===== src/rtl/rsa_pkg.sv =====
// Shared types and constants for the RSA modular-exponentiation core.
package rsa_pkg;

  localparam int RSA_WORD_WIDTH = 32;

  typedef enum logic [1:0] {
    MODE_ENC  = 2'b00,
    MODE_DEC  = 2'b01,
    MODE_KEY  = 2'b10,
    MODE_RSVD = 2'b11
  } rsa_mode_e;

  typedef enum logic [2:0] {
    IDLE,
    LOAD,
    MUL,
    UPDATE,
    DONE
  } rsa_state_e;

endpackage


===== src/rtl/rsa_modmul.sv =====
// Interleaved shift-add modular multiplier: result = a*b mod n, one bit of b
// per cycle MSB first, finishing exactly WORD_WIDTH cycles after start.
module rsa_modmul
  import rsa_pkg::*;
#(
  parameter int WORD_WIDTH = RSA_WORD_WIDTH
) (
  input  logic                  clk,
  input  logic                  rst,
  input  logic                  start,
  input  logic [WORD_WIDTH-1:0] a_i,
  input  logic [WORD_WIDTH-1:0] b_i,
  input  logic [WORD_WIDTH-1:0] n_i,
  output logic [WORD_WIDTH-1:0] result,
  output logic                  done
);

  localparam int IW = WORD_WIDTH + 2;
  localparam int CW = $clog2(WORD_WIDTH);
  localparam logic [CW-1:0] LAST_STEP = CW'(WORD_WIDTH - 1);

  logic [IW-1:0]         p_reg;
  logic [WORD_WIDTH-1:0] a_reg;
  logic [WORD_WIDTH-1:0] b_reg;
  logic [WORD_WIDTH-1:0] n_reg;
  logic [CW-1:0]         cnt_reg;
  logic                  run_reg;
  logic                  done_reg;

  logic [IW-1:0] p_cur;
  logic [IW-1:0] a_cur;
  logic [IW-1:0] n_cur;
  logic [IW-1:0] sum;
  logic [IW-1:0] sub1;
  logic [IW-1:0] p_next;
  logic          b_bit;

  // The start cycle already performs the first step straight from the inputs,
  // so the whole product takes WORD_WIDTH edges with no setup cycle.
  // With p < n and a < n, 2p + a < 3n, so two subtractions always suffice.
  always_comb begin
    p_cur  = start ? '0 : p_reg;
    a_cur  = IW'(start ? a_i : a_reg);
    n_cur  = IW'(start ? n_i : n_reg);
    b_bit  = start ? b_i[WORD_WIDTH-1] : b_reg[WORD_WIDTH-1];
    sum    = (p_cur << 1) + (b_bit ? a_cur : '0);
    sub1   = (sum >= n_cur) ? (sum - n_cur) : sum;
    p_next = (sub1 >= n_cur) ? (sub1 - n_cur) : sub1;
  end

  always_ff @(posedge clk or negedge rst) begin
    if (!rst) begin
      p_reg    <= '0;
      a_reg    <= '0;
      b_reg    <= '0;
      n_reg    <= '0;
      cnt_reg  <= '0;
      run_reg  <= 1'b0;
      done_reg <= 1'b0;
    end else begin
      done_reg <= 1'b0;
      if (start) begin
        p_reg   <= p_next;
        a_reg   <= a_i;
        b_reg   <= b_i << 1;
        n_reg   <= n_i;
        cnt_reg <= CW'(1);
        run_reg <= 1'b1;
      end else if (run_reg) begin
        p_reg <= p_next;
        b_reg <= b_reg << 1;
        if (cnt_reg == LAST_STEP) begin
          cnt_reg  <= '0;
          run_reg  <= 1'b0;
          done_reg <= 1'b1;
        end else begin
          cnt_reg <= cnt_reg + CW'(1);
        end
      end
    end
  end

  assign result = p_reg[WORD_WIDTH-1:0];
  assign done   = done_reg;

endmodule


===== src/rtl/rsa_modexp_core.sv =====
// Constant-time RSA modular exponentiation (right-to-left square-and-multiply)
// with an on-chip key register set.
module rsa_modexp_core
  import rsa_pkg::*;
#(
  parameter int WORD_WIDTH = RSA_WORD_WIDTH
) (
  input  logic                  clk,
  input  logic                  rst,
  input  logic                  start,
  input  logic [1:0]            mode,
  input  logic [WORD_WIDTH-1:0] message_i,
  input  logic [WORD_WIDTH-1:0] e_i,
  input  logic [WORD_WIDTH-1:0] d_i,
  input  logic [WORD_WIDTH-1:0] N_i,
  output logic                  busy,
  output logic                  done,
  output logic                  error,
  output logic [WORD_WIDTH-1:0] message_o,
  output logic [WORD_WIDTH-1:0] e_o,
  output logic [WORD_WIDTH-1:0] d_o,
  output logic [WORD_WIDTH-1:0] N_o
);

  localparam int CW = $clog2(WORD_WIDTH);
  localparam logic [CW-1:0]         LAST_STEP = CW'(WORD_WIDTH - 1);
  localparam logic [WORD_WIDTH-1:0] MIN_MOD   = WORD_WIDTH'(2);

  rsa_state_e            state_reg;
  rsa_mode_e             mode_reg;
  logic [WORD_WIDTH-1:0] msg_reg;
  logic [WORD_WIDTH-1:0] acc_reg;
  logic [WORD_WIDTH-1:0] base_reg;
  logic [WORD_WIDTH-1:0] exp_reg;
  logic [CW-1:0]         bit_cnt_reg;
  logic [CW-1:0]         mul_cnt_reg;
  logic                  key_valid_reg;
  logic                  err_reg;
  logic                  mm_start_reg;

  logic [WORD_WIDTH-1:0] mm_a      [2];
  logic [WORD_WIDTH-1:0] mm_result [2];
  logic [1:0]            mm_done;

  // Unit 0 forms acc*base, unit 1 forms base*base; both always run so every
  // exponent bit costs the same number of cycles.
  assign mm_a[0] = acc_reg;
  assign mm_a[1] = base_reg;

  genvar gi;
  generate
    for (gi = 0; gi < 2; gi++) begin : g_mm
      rsa_modmul #(
        .WORD_WIDTH(WORD_WIDTH)
      ) u_mm (
        .clk    (clk),
        .rst    (rst),
        .start  (mm_start_reg),
        .a_i    (mm_a[gi]),
        .b_i    (base_reg),
        .n_i    (N_o),
        .result (mm_result[gi]),
        .done   (mm_done[gi])
      );
    end
  endgenerate

  always_ff @(posedge clk or negedge rst) begin
    if (!rst) begin
      state_reg     <= IDLE;
      mode_reg      <= MODE_ENC;
      msg_reg       <= '0;
      acc_reg       <= '0;
      base_reg      <= '0;
      exp_reg       <= '0;
      bit_cnt_reg   <= '0;
      mul_cnt_reg   <= '0;
      key_valid_reg <= 1'b0;
      err_reg       <= 1'b0;
      mm_start_reg  <= 1'b0;
      busy          <= 1'b0;
      done          <= 1'b0;
      error         <= 1'b0;
      message_o     <= '0;
      e_o           <= '0;
      d_o           <= '0;
      N_o           <= '0;
    end else begin
      case (state_reg)
        IDLE: begin
          done  <= 1'b0;
          error <= 1'b0;
          busy  <= start;
          if (start) begin
            mode_reg  <= rsa_mode_e'(mode);
            msg_reg   <= message_i;
            state_reg <= LOAD;
          end
        end

        LOAD: begin
          err_reg   <= 1'b1;
          state_reg <= DONE;
          if (mode_reg == MODE_KEY) begin
            if (N_i >= MIN_MOD) begin
              e_o           <= e_i;
              d_o           <= d_i;
              N_o           <= N_i;
              key_valid_reg <= 1'b1;
              err_reg       <= 1'b0;
            end
          end else if (mode_reg != MODE_RSVD && key_valid_reg && msg_reg < N_o) begin
            err_reg      <= 1'b0;
            acc_reg      <= WORD_WIDTH'(1);
            base_reg     <= msg_reg;
            exp_reg      <= (mode_reg == MODE_ENC) ? e_o : d_o;
            bit_cnt_reg  <= '0;
            mul_cnt_reg  <= '0;
            mm_start_reg <= 1'b1;
            state_reg    <= MUL;
          end
        end

        MUL: begin
          mm_start_reg <= 1'b0;
          if (mul_cnt_reg == LAST_STEP) begin
            mul_cnt_reg <= '0;
            state_reg   <= UPDATE;
          end else begin
            mul_cnt_reg <= mul_cnt_reg + CW'(1);
          end
        end

        UPDATE: begin
          if (&mm_done) begin
            base_reg <= mm_result[1];
            if (exp_reg[0]) begin
              acc_reg <= mm_result[0];
            end
          end
          exp_reg     <= exp_reg >> 1;
          bit_cnt_reg <= bit_cnt_reg + CW'(1);
          if (bit_cnt_reg == LAST_STEP) begin
            state_reg <= DONE;
          end else begin
            mm_start_reg <= 1'b1;
            state_reg    <= MUL;
          end
        end

        DONE: begin
          done  <= 1'b1;
          error <= err_reg;
          // A key load, successful or not, leaves the last result visible.
          if (mode_reg != MODE_KEY) begin
            message_o <= err_reg ? '0 : acc_reg;
          end
          state_reg <= IDLE;
        end

        default: state_reg <= IDLE;
      endcase
    end
  end

endmodule


===== config.mk =====
export PLATFORM = sky130hd
export DESIGN_NAME = rsa_modexp_core
export DESIGN_NICKNAME = d
export VERILOG_FILES = /design/src/rtl/rsa_pkg.sv /design/src/rtl/rsa_modmul.sv /design/src/rtl/rsa_modexp_core.sv
export SDC_FILE = /design/constraint.sdc
export NUM_CORES = 2
export LEC_CHECK = 0
export ABC_AREA = 0
export CAP_MARGIN = 20
export CORE_MARGIN = 2
export CORE_UTILIZATION = 35
export DETAILED_ROUTE_END_ITERATION = 7
export PLACE_DENSITY = 0.61
export SETUP_SLACK_MARGIN = 0.5
export SLEW_MARGIN = 20
export SYNTH_ARGS = -nofsm -noshare
export SYNTH_HDL_FRONTEND = slang
export SYNTH_SLANG_ARGS = --single-unit

===== constraint.sdc =====
create_clock -name clk -period 11.3 [get_ports clk]
set_input_delay 1.13 -clock clk [delete_from_list [all_inputs] [get_ports clk]]
set_output_delay 1.13 -clock clk [all_outputs]
set_load 0.005 [all_outputs]

# Word-level counts from Yosys, hierarchy flattened
# Index checks and enable logic that the tools add are counted.
[op_classes]
add_sub_neg = 10
n_lt_le_gt_ge = 6
eq_ne = 18
n_mux = 73
reduce_logical = 20
[op_table]
columns = ["op", "count"]
rows = [
  ["$mux 32", 18],
  ["$mux 33", 8],
  ["$pmux 32 s2", 3],
  ["$mux 34", 4],
  ["$add 34x34->34", 2],
  ["$ge 34x32->1", 2],
  ["$ge 34x34->1", 2],
  ["$sub 34x34->34", 2],
  ["$sub 33x32->33", 2],
  ["$mux 5", 9],
  ["$ge 32x2->1 const B", 1],
  ["$lt 32x32->1", 1],
  ["$add 5x1->5 const B", 4],
  ["$eq 5x5->1 const B", 4],
  ["$mux 1", 20],
  ["$pmux 5 s2", 2],
  ["$ne 2x2->1 const B", 9],
  ["$mux 3", 5],
  ["$pmux 3 s4", 1],
  ["$reduce_bool 2->1", 5],
  ["$reduce_and 3->1", 3],
  ["$reduce_and 2->1", 4],
  ["$reduce_and 4->1", 2],
  ["$eq 3x2->1 const B", 2],
  ["other kinds (10)", 12],
]
[totals]
ff_bits = 517
out_inout_bits = 131

# Logic depth before layout (Yosys ltp)
[depth]
ltp_word = 9
depth_mapped = 44
mapped_depth_nobuf = 37

# Cells and area by module
# A second synthesis with hierarchy kept.
[unflattened]
hier_cells = 3821
hier_area_um2 = 36477.5
[by_module_without_submodules]
columns = ["mod", "instances", "cells_per_inst", "area_each_um2"]
rows = [
  ["rsa_modexp_core", 1, 1162, 12852.3],
  ["rsa_modmul (g_mm[1].u_mm)", 1, 1321, 11954.0],
  ["rsa_modmul (g_mm[0].u_mm)", 1, 1338, 11671.2],
]

# Worst setup path after synthesis
# Ideal clock, no wire load.
[synth_path]
kind = "register to register"
startpoint = "register mm_start_reg"
endpoint = "register g_mm[1].u_mm.p_reg[10]"
t_arrival_ns = 8.651
required_time_ns = 11.163
slack_ns = 2.512
stages_incl_launch_ff = 40
path_buffers = 6
path_cell_list = "dfrtp_1 clkbuf_1 buf_1 clkbuf_1 mux2_2 nor2b_1 ha_1 a21o_1 or3_1 o21bai_1 nand4_1 o21ai_0 nand2b_1 a21oi_1 xnor2_1 ha_1 a21oi_1 o211ai_1 [... 4 more ...] and3_1 nor2b_1 buf_2 buf_4 mux2_2 ha_1 nand4_1 or2_2 nor3_1 o21ai_0 nand3_1 nand2_1 o311ai_0 a41oi_1 nand4_2 buf_4 mux2i_1 a21oi_1"
[synth_via]
elab_chain_cells = 9
elab_cells_between_ends = 15
[synth_rtl]
columns = ["item", "line", "rtl"]
rows = [
  ["start, declared", "rsa_modexp_core.sv:39", "logic mm_start_reg;"],
  ["start signal, assigned", "rsa_modexp_core.sv:80", "mm_start_reg <= 1'b0;"],
  ["start signal, assigned", "rsa_modexp_core.sv:119", "mm_start_reg <= 1'b1;"],
  ["start signal, assigned", "rsa_modexp_core.sv:125", "mm_start_reg <= 1'b0;"],
  ["$mux 32 or $mux 1 (tied branches)", "rsa_modmul.sv:43, rsa_modmul.sv:45", ""],
  ["$mux 34", "rsa_modmul.sv:46", "sum = (p_cur << 1) + (b_bit ? a_cur : '0);"],
  ["$add 34x34->34", "rsa_modmul.sv:46", ""],
  ["$sub 34x34->34 or $ge 34x34->1 (tied branches)", "rsa_modmul.sv:47", "sub1 = (sum >= n_cur) ? (sum - n_cur) : sum;"],
  ["$mux 34", "rsa_modmul.sv:47", ""],
  ["$sub 33x32->33 or $ge 34x32->1 (tied branches)", "rsa_modmul.sv:48", "p_next = (sub1 >= n_cur) ? (sub1 - n_cur) : sub1;"],
  ["$mux 33", "rsa_modmul.sv:48", ""],
  ["$mux 33", "rsa_modmul.sv:69", "end else if (run_reg) begin"],
  ["$mux 33", "rsa_modmul.sv:62", "if (start) begin"],
  ["end signal, assigned", "rsa_modmul.sv:63", "p_reg <= p_next;"],
  ["end signal, assigned", "rsa_modmul.sv:70", "p_reg <= p_next;"],
  ["end, declared", "rsa_modmul.sv:22", "logic [IW-1:0] p_reg;"],
]
# Parallel ways exist; a longest one is shown, timed or not. The select of a mux whose other input is x is not followed.
# A chain may end at the register's enable or synchronous reset.

# Final worst setup path
[layout_path]
startpoint = "register mm_start_reg"
endpoint = "register g_mm[0].u_mm.p_reg[2]"
[layout_via]
elab_chain_cells = 9
elab_cells_between_ends = 15
[layout_rtl]
columns = ["item", "line"]
rows = [
  ["$mux 32 or $mux 1 (tied branches)", "rsa_modmul.sv:43, rsa_modmul.sv:45"],
  ["$mux 34", "rsa_modmul.sv:46"],
  ["$add 34x34->34", "rsa_modmul.sv:46"],
  ["$sub 34x34->34 or $ge 34x34->1 (tied branches)", "rsa_modmul.sv:47"],
  ["$mux 34", "rsa_modmul.sv:47"],
  ["$sub 33x32->33 or $ge 34x32->1 (tied branches)", "rsa_modmul.sv:48"],
  ["$mux 33", "rsa_modmul.sv:48"],
  ["$mux 33", "rsa_modmul.sv:69"],
  ["$mux 33", "rsa_modmul.sv:62"],
  ["end signal, assigned", "rsa_modmul.sv:63"],
  ["end signal, assigned", "rsa_modmul.sv:70"],
  ["end, declared", "rsa_modmul.sv:22"],
]
# Parallel ways exist; a longest one is shown, timed or not. The select of a mux whose other input is x is not followed.

==> results.md <==
Synth:
- The register bit total from synthesis is 515.
- The proportion of synthesized chip area in sequential cells is 37.8%.
- Of all flip-flops after synthesis, the portion carrying an async set or reset was 100%.
- For this run, the number of Yosys warnings is 0.
- The number of enable-type register cells in the synthesized netlist is 0.
- The flip-flop cell with the highest count after synthesis is dfrtp_1.
- Counting every instance in the synthesized netlist gives 3635.
- In this run the cell area of the synthesized design comes to 34100 um^2.
- The net count of the mapped netlist is 4003.
- Averaged over all synthesized cells, the footprint is 9.38 um^2.
- Synthesis instantiated 90 different standard cells from the library.

Setup path:
- STA classifies the critical path startpoint as a flop.
- The startpoint identified for the worst register-to-register timing path is mm_start_reg.
- STA puts the critical path data required time at 11.90 ns.
- On the critical path, the stage with the largest delay is an instance of and3b_1.
- Along the worst path, the maximum fanout reaches 42.
- The type of destination of the critical path is a flop.
- By startpoint and endpoint, the worst setup path is classified as flop to flop.
- The biggest cell delay along the critical path is 0.60 ns.
- The endpoint identified for the worst register-to-register timing path is g_mm[0].u_mm.p_reg[2].
- Measured in cells, the most critical reg-to-reg path has a length of 37.
- The dominant cell type by count on the critical path is a21o_1.
- The data arrival time of the critical path is 10.67 ns.
- The register-to-register setup slack is 1.23 ns.
- The beginning of the critical path is mm_start_reg.

Clock network:
- TritonCTS built the clock tree.
- The number of buffers inserted by hold repair at cts is 0.
- Counting the buffers created by CTS gives 60.
- The H-tree was split into 2 levels.
- The clock tree buffer depth is 3.
- The clock-pin slew on the worst setup and hold paths is 0.06 ns.
- Clock tree synthesis found a total of 515 sinks.
- The root buffer cell chosen for the clock tree is clkbuf_16.
- For the worst-skew pair, the clock arrives at the later sink with an insertion delay of 0.67 ns.

Routing:
- The count of TritonRoute iterations in the first routing pass is 6.
- The final layout contains routed wiring with a total length of 101 mm.
- The via count is 27800.
- The post-route DRC violation count is 0.
- In the routed layout, each cell is associated on average with a via count of 5.35.
- In this run the remaining antenna-violating nets after routing total 0.
- The first-iteration detailed-routing DRC count is 1853.
- The detail-routed net length per standard cell is 19.4 um.

Global route:
- The first global-routing pass estimated 157 mm of wire.
- The aggregate global routing overflow is 0.
- The number of antenna violations at the first check in global routing was 1.
- The number of global-route vias before repair came to 27300.
- For this run, the total global-route usage over all layers was measured as 19.9%.
- Entering global routing, the biggest net connects 174 pins.

Finish:
- The area occupied by multi-input gates is 20000 um^2.
- The number of flip-flops under the largest register name is 66.
- The area added between synthesis and finish is 18.5%.
- At the end of the flow, the number of nets in the layout was 4226.
- The filler cells instantiated in the layout total 9624.
- In the final layout, flip-flops and latches occupy 12900 um^2.
- Cells with a size suffix above 1 make up 12.2% of the layout.

Placement:
- The post-placement worst setup slack is 0.856 ns.
- The congestion estimate from routability-driven global placement came to 0.947.
- The detailed placement HPWL is 75.0 mm.
- The count of input and output buffers is 263.

Die:
- The floorplan has 114 rows.
- The die covers 99900 um^2.
- The floorplan step set the die width to 316 um.
- The starting density of the core is 35.3%.
- The placeable core area is 96600 um^2.
- The die is 316 um tall.
- For this design the top-level I/O count stands at 264.

Job:
- The count of maximum capacitance violations is 0.

STA:
- Setup repair after global routing left no endpoint under its margin.
- Setup slack on the critical path of the routed design comes to 1.23 ns.
- The slew of the pin with the lowest slew margin is 1.07 ns.
- The count of endpoints failing setup in the final report is 0.
- The share of the cycle needed by the critical path after routing is 89.1%.
- For the final routed database, the setup TNS stands at 0 ns.
- The clock skew after layout is 0.0222 ns.
- The final worst hold slack is 0.448 ns.
- The final number of max-transition violations came to 0.
- The clock period minus worst slack is 10.07 ns.
- The number of endpoints with negative hold slack in the final report is 0.
- The timing-limited maximum frequency is 99.3 MHz.
- The worst-case headroom to the max-slew limit is 28.3%.

Status:
- The run finished with clean final reports.

Worst hold path:
- The worst hold path class is input port to asynchronous set/reset pin.
==> metrics by stage <==
| stage | utilization (%) | std cells | cell area, um^2 |
|---|---|---|---|
| after floorplan | - | 3635 | 34100 |
| after global placement | 39.6 | 5065 | 38200 |
| after detailed placement | 39.6 | 5065 | 38200 |
| after CTS | 41.7 | 5177 | 40300 |
| after global routing | 41.9 | 5184 | 40400 |
| final | 41.9 | 5186 | 40400 |
==> worst max-delay path, delay by kind of cell, from the launching register on <==
| family | cells | cell delay (ns) |
|---|---|---|
| simple gates | 8 | 1.97 |
| flops | 1 | 0.59 |
| fa+ha+maj | 4 | 1.18 |
| xor+xnor | 1 | 0.20 |
| buf+inv | 4 | 0.82 |
| mux | 1 | 0.37 |
| compound gates | 19 | 4.80 |
==> cells in the final DEF, fill, tap and decap left out, drive strengths merged, types with 90 or more instances in the layout <==
| cell | Yosys | final |
|---|---|---|
| nor2b | 231 | 231 |
| a21o | 91 | 91 |
| nand2 | 255 | 255 |
| clkbuf | 132 | 90 |
| nor2 | 243 | 243 |
| inv | 159 | 162 |
| clkdlybuf4s50 | 0 | 262 |
| dfrtp | 515 | 515 |
| a21oi | 285 | 285 |
| ha | 229 | 229 |
| o22ai | 99 | 99 |
| o21ai | 167 | 167 |
| mux2 | 270 | 270 |
| xnor2 | 104 | 104 |
==> logic make-up (layout without fill, tap and decap cells) <==
family / Yosys count / in the layout / synth area share (%)
AND/OR/NAND/NOR: 1096 / 1096 / 16.3
AO/OA/AOI/OAI: 963 / 963 / 18.3
flip-flops: 515 / 515 / 37.8
multiplexers: 350 / 350 / 11.3
buffers and inverters: 325 / 598 / 3.76
adder cells (fa/ha/maj): 235 / 235 / 8.75
XOR/XNOR: 151 / 151 / 3.88
other: 0 / 2 / 0
==> synthesized netlist by cell type, types with 21 or more instances <==
| cell type | count | share of area, % |
|---|---|---|
| nor3_1 | 47 | 0.69 |
| ha_1 | 229 | 8.4 |
| a211oi_1 | 83 | 1.8 |
| o211ai_1 | 21 | 0.46 |
| mux2i_1 | 80 | 2.3 |
| o21ai_0 | 142 | 2.1 |
| nand2b_1 | 79 | 1.4 |
| o21ai_1 | 25 | 0.37 |
| xnor2_1 | 104 | 2.7 |
| mux2_2 | 256 | 8.5 |
| nor2b_1 | 231 | 4.2 |
| nand3_1 | 79 | 1.2 |
| a21o_1 | 91 | 2.0 |
| nand4_1 | 23 | 0.42 |
| o22ai_1 | 99 | 1.8 |
| and3_1 | 28 | 0.51 |
| o21bai_1 | 22 | 0.48 |
| a21oi_1 | 283 | 4.2 |
| inv_1 | 159 | 1.8 |
| and2_1 | 34 | 0.62 |
| nand2_1 | 255 | 2.8 |
| dfrtp_1 | 515 | 38 |
| a31oi_1 | 22 | 0.40 |
| clkbuf_1 | 132 | 1.5 |
| o21a_1 | 28 | 0.62 |
| xor2_1 | 47 | 1.2 |
| nor2_1 | 242 | 2.7 |
==> per-layer routing <==
metal / track usage [%] / share of wire [%] / vias to the layer above
met5: 0 / 0 / -
met4: 6.07 / 2.8 / 0
met3: 4.36 / 6.2 / 135
met2: 32.2 / 46 / 669
met1: 26.5 / 45 / 13400
li1: - / - / 13500
==> final cells by class <==
cell class	count	area share, %
antenna	2	0.0124
sequential	515	31.9
tap	1276	3.95
clock inverter	22	0.805
clock buffer	90	4.34
multi-input combinational	2795	49.5
inverter	159	1.48
timing repair buffer	327	8.03
==> how the worst max path moves through the flow <==
stage,end,slack (ns)
after global routing,g_mm[1].u_mm.p_reg[0],0.52
after detailed placement,g_mm[1].u_mm.p_reg[1],0.86
after floorplan,g_mm[1].u_mm.p_reg[10],2.51
after CTS,g_mm[1].u_mm.p_reg[1],0.79
final,g_mm[0].u_mm.p_reg[2],1.23
after global placement,g_mm[0].u_mm.p_reg[2],1.25
==> timing repair <==
action,in CTS,in global routing
buffers inserted,0,6
resized for setup,0,2
setup endpoints to repair,0,58
Power is not shown: default switching activity piles up to over one toggle a cycle in this logic, so the estimate is an artifact.
